### src/rtl/seq_bit_serializer.sv
// Parallel-to-serial converter feeding a sequence detector: one-word holding register
// in front of a shift register with a per-bit period divider and selectable bit order.
module seq_bit_serializer #(
    parameter int unsigned DATA_W = 8,
    parameter int unsigned DIV_W  = 4
) (
    input  logic              Clk,
    input  logic              Rst,
    input  logic [DATA_W-1:0] Din,
    input  logic              Din_vld,
    output logic              Din_rdy,
    input  logic              Msb_first,
    input  logic [DIV_W-1:0]  Div,
    output logic              Sout,
    output logic              Bit_stb,
    output logic              Word_done,
    output logic              Busy
);

    localparam int unsigned CntW = $clog2(DATA_W);
    localparam logic [CntW-1:0] LastBit = CntW'(DATA_W - 1);

    typedef enum logic {
        StIdle,
        StShift
    } state_e;

    state_e            state_q, state_d;
    logic [DATA_W-1:0] hold_q, hold_d;
    logic              hold_full_q, hold_full_d;
    logic [DATA_W-1:0] shift_q, shift_d;
    logic [CntW-1:0]   bit_cnt_q, bit_cnt_d;
    logic [DIV_W-1:0]  div_cnt_q, div_cnt_d;
    logic [DIV_W-1:0]  period_q, period_d;
    logic              msb_q, msb_d;

    logic            bit_stb;
    logic            last_bit;
    logic            accept;
    logic            load;
    logic [CntW-1:0] bit_idx;

    assign bit_stb  = (state_q == StShift) && (div_cnt_q == '0);
    assign last_bit = (bit_cnt_q == LastBit);
    assign accept   = Din_vld && !hold_full_q;
    // Reload straight from the last strobe so consecutive words run without a gap.
    assign load     = hold_full_q && ((state_q == StIdle) || (bit_stb && last_bit));
    assign bit_idx  = msb_q ? (LastBit - bit_cnt_q) : bit_cnt_q;

    always_comb begin
        state_d     = state_q;
        hold_d      = hold_q;
        hold_full_d = hold_full_q;
        shift_d     = shift_q;
        bit_cnt_d   = bit_cnt_q;
        div_cnt_d   = div_cnt_q;
        period_d    = period_q;
        msb_d       = msb_q;

        if (accept) begin
            hold_d      = Din;
            hold_full_d = 1'b1;
        end

        if (load) begin
            hold_full_d = 1'b0;
            shift_d     = hold_q;
            msb_d       = Msb_first;
            period_d    = Div;
            bit_cnt_d   = '0;
            div_cnt_d   = Div;
            state_d     = StShift;
        end else if (state_q == StShift) begin
            if (bit_stb) begin
                if (last_bit) begin
                    state_d   = StIdle;
                    bit_cnt_d = '0;
                end else begin
                    bit_cnt_d = bit_cnt_q + 1'b1;
                    div_cnt_d = period_q;
                end
            end else begin
                div_cnt_d = div_cnt_q - 1'b1;
            end
        end
    end

    always_ff @(posedge Clk or negedge Rst) begin
        if (!Rst) begin
            state_q     <= StIdle;
            hold_q      <= '0;
            hold_full_q <= 1'b0;
            shift_q     <= '0;
            bit_cnt_q   <= '0;
            div_cnt_q   <= '0;
            period_q    <= '0;
            msb_q       <= 1'b0;
        end else begin
            state_q     <= state_d;
            hold_q      <= hold_d;
            hold_full_q <= hold_full_d;
            shift_q     <= shift_d;
            bit_cnt_q   <= bit_cnt_d;
            div_cnt_q   <= div_cnt_d;
            period_q    <= period_d;
            msb_q       <= msb_d;
        end
    end

    // Outputs decode registers only, so reset forces them without waiting for a clock.
    assign Din_rdy   = !hold_full_q;
    assign Sout      = (state_q == StShift) && shift_q[bit_idx];
    assign Bit_stb   = bit_stb;
    assign Word_done = bit_stb && last_bit;
    assign Busy      = (state_q == StShift) || hold_full_q;

endmodule

### config.mk
export PLATFORM = sky130hd
export DESIGN_NAME = seq_bit_serializer
export DESIGN_NICKNAME = d
export VERILOG_FILES = /design/src/rtl/seq_bit_serializer.sv
export SDC_FILE = /design/constraint.sdc
export NUM_CORES = 1
export LEC_CHECK = 0
export ABC_AREA = 1
export ABC_CLOCK_PERIOD_IN_PS = 1380
export CORE_MARGIN = 5
export CORE_UTILIZATION = 40
export CTS_BUF_LIST = sky130_fd_sc_hd__clkbuf_8
export DETAILED_ROUTE_END_ITERATION = 12
export SYNTH_ARGS = -nofsm -noshare
export SYNTH_HDL_FRONTEND = slang
export SYNTH_SLANG_ARGS = --single-unit
export TNS_END_PERCENT = 30
### constraint.sdc
create_clock -name Clk -period 1.38 [get_ports Clk]
set_input_delay 0.138 -clock Clk [delete_from_list [all_inputs] [get_ports Clk]]
set_output_delay 0.138 -clock Clk [all_outputs]
set_load 0.005 [all_outputs]
==> run metrics <==
number of buffers created by CTS 5; die outline area 5068 um^2; reg-to-reg critical path endpoint msb_q; post-synthesis cell count 172; Net Sw Frac 37.53%; highest-count cells in the layout ignoring fill and taps sky130_fd_sc_hd__dfrtp_1, sky130_fd_sc_hd__buf_4, sky130_fd_sc_hd__nand2_1; total non-filler cell area in the finished layout 2435 um^2; type of element capturing the critical path output pin; Post-Synthesis Cell Area 1498 um^2; Total Routed Length 3922 um; total number of H-tree levels 2; post-layout net count 247; ys flop type sky130_fd_sc_hd__dfrtp_1; cell area power density 1871 nW/um^2; most frequent standard cell in the layout excluding fill and tap cells sky130_fd_sc_hd__dfrtp_1; Detailed Routing Iterations Pass 1 4; hpwl dp 2421 um; fraction of registers with async set or reset after synthesis 100.0%; count of final max-slew check failures 0; source of the worst register-to-register timing path bit_cnt_q[0]; maximum number of pins on one net before global-route repair 31; buffers from clock root to sink, at most 2; clock network latency to the later pin of the worst-skew pair 0.28 ns; hold violation total from the final report 0; average wire length per cell after detail routing 14.21 um; TritonCTS clock tree yes; global-route wire length before repair 6458 um; Fmax 0.5894 GHz; final-layout worst hold slack 0.2421 ns; data arrival time of the worst path 1.56 ns; worst r2r path cells 10; port buffer count 20; IO Pins 21; design internal power 2846 uW; normalized max-slew margin 73.39%; starting density of the core 41.22%; Post-Syn Nets 192; final clock period utilization by the worst path 122.9%; Min-Delay Path Class in2async; distinct cell type count of the synthesized netlist 26; Clock Root Buffer sky130_fd_sc_hd__clkbuf_8; register-to-register setup slack -0.19 ns; number of antenna violations at the first check in global routing 0; top fanout value on the critical path 6; Logic pwr share 50.1%; required time at the worst-slack endpoint 1.24 ns; count of vias placed by the detailed router 1,341; worst-case vdd ir drop 1.223 mV; Slew @ Worst Pin 0.3991 ns; proportion of layout cells with a drive suffix above 1 50.88%; vias in the first global route 1,372; clock-pin slew on the worst setup and hold paths 0.06 ns; DRT antenna net count 0; RSZ-0062 raised after global routing true; TritonCTS Sinks 30; worst path setup slack after routing -0.3165 ns; Avg Cell Area, Syn 8.707 um^2; max-cap check violation count 0; sum of overflow across all layers after global routing 0; Flop pwr share 30.8%; Clk pwr share 19.1%; vias per std cell 4.859; category of the critical setup timing path reg2out; diodes inserted 0; count of flip-flops with a built-in enable after synthesis 0; violation count after the first detailed-route iteration 52; clock skew after layout 0.006084 ns; CORE AREA 3633 um^2; post-route DRC violation count 0; final setup vio count 23; post-placement cell area 1899 um^2; outcome complete, but fails checks; share of synthesized area occupied by flip-flops and latches 50.13%; Placer Congestion 0.8707; # hold bufs at CTS 0; final worst path period need 1.697 ns; failing checks negative setup slack; Area Growth Syn to Fin 62.57%; vertical die dimension 71.19 um; net switching power figure 1709 uW; Worst setup SP type register; GRT Resource Usage Total 16.39%; Chip Width 71.19 um; placement row count 22; LEAKAGE 0.001183 uW; post-synthesis sequential element count 30; number of filler instances in the final layout 296; number of warning messages in the yosys log 0
==> state kept, by name, indices dropped and copies added (netlist names) <==
name,count
hold_q,8
shift_q,8
div_cnt_q,4
period_q,4
bit_cnt_q,3
hold_full_q,1
msb_q,1
state_q,1
==> cell type report <==
class	instances	area, um^2	area share, %
clock buffer	5	68.82	2.826
clock inverter	3	40.04	1.644
inverter	25	116.4	4.779
multi-input combinational	113	895.9	36.79
sequential	30	753.2	30.94
tap	48	60.06	2.467
timing repair buffer	50	475.5	19.53
timing repair inverter	2	25.02	1.028
==> worst max path at each step <==
stage	startpoint	endpoint	slack, ns	cells after the start
global placement	msb_q	Sout	-0.28	8
detailed placement	msb_q	Sout	-0.41	9
finish	msb_q	Sout	-0.32	9
global route	msb_q	Sout	-0.42	9
CTS	msb_q	Sout	-0.25	6
floorplan	bit_cnt_q[1]	period_q[2]	-0.006	8
==> power groups by stage <==
stage / sequential (uW) / clock, uW / combinational [uW]
final: 1400 / 869 / 2280
after global routing: 1430 / 933 / 2510
after CTS: 1360 / 886 / 2010
after detailed placement: 1380 / 0 / 1550
after global placement: 1360 / 0 / 1460
after floorplan: 1340 / 0 / 959
==> critical path: stages, from the launching register on <==
cell and delay (ns):
sky130_fd_sc_hd__dfrtp_2 0.52, sky130_fd_sc_hd__inv_4 0.09, sky130_fd_sc_hd__nand2_4 0.10, sky130_fd_sc_hd__nand2_4 0.07, sky130_fd_sc_hd__nand2_2 0.05, sky130_fd_sc_hd__nand3_1 0.07, sky130_fd_sc_hd__nand3_1 0.10, sky130_fd_sc_hd__nand2_1 0.08
sky130_fd_sc_hd__nor2_2 0.09, sky130_fd_sc_hd__buf_2 0.12
==> layer usage <==
metal,wire length (um),vias to the layer above,track usage [%],part of all wire [%]
li1,-,659,-,-
met1,1557,630,19.75,40
met2,2056,41,27.45,52
met3,217,11,5.540,5.5
met4,91,0,5.219,2.3
met5,0,-,0,0
==> cells in the mapped netlist (2+ instances only) <==
master | n | share of area [%]
sky130_fd_sc_hd__nand2_1 | 39 | 9.8
sky130_fd_sc_hd__inv_1 | 22 | 5.5
sky130_fd_sc_hd__o21ai_2 | 2 | 1.2
sky130_fd_sc_hd__ha_1 | 4 | 3.3
sky130_fd_sc_hd__xnor2_1 | 2 | 1.2
sky130_fd_sc_hd__o21ai_1 | 3 | 1.0
sky130_fd_sc_hd__nand3_1 | 15 | 5.0
sky130_fd_sc_hd__o21ai_0 | 17 | 5.7
sky130_fd_sc_hd__nor2_1 | 14 | 3.5
sky130_fd_sc_hd__xor2_1 | 2 | 1.2
sky130_fd_sc_hd__a21oi_1 | 3 | 1.0
sky130_fd_sc_hd__mux2_2 | 6 | 4.5
sky130_fd_sc_hd__dfrtp_1 | 30 | 50
==> logic make-up after synthesis <==
| family | count (synthesis) | share of synthesized area (%) |
|---|---|---|
| fa+ha+maj | 4 | 3.342 |
| compound gates | 26 | 9.440 |
| buf+inv | 29 | 9.189 |
| xor+xnor | 4 | 2.340 |
| flops | 30 | 50.13 |
| mux | 6 | 4.511 |
| simple gates | 73 | 21.05 |
==> per-stage QoR <==
stage / total power [uW] / util, % / setup WS (ns) / cells / setup TNS [ns]
after floorplan: 2302 / - / -0.006160 / 172 / -0.04869
after global placement: 2824 / 52.27 / -0.2792 / 253 / -1.346
after detailed placement: 2923 / 52.27 / -0.4063 / 253 / -2.065
after CTS: 4257 / 61.88 / -0.2480 / 272 / -2.160
after global routing: 4876 / 67.01 / -0.4227 / 276 / -5.251
final: 4555 / 67.01 / -0.3165 / 276 / -3.315
==> timing repair <==
item,4_1_cts,5_1_grt
endpoints found under the setup margin,31,34
hold endpoints to repair,0,0
pin swaps,15,17
buffers inserted,10,4
resized for setup,72,44
cloned,1,1
(Power assumes the default switching activity.)
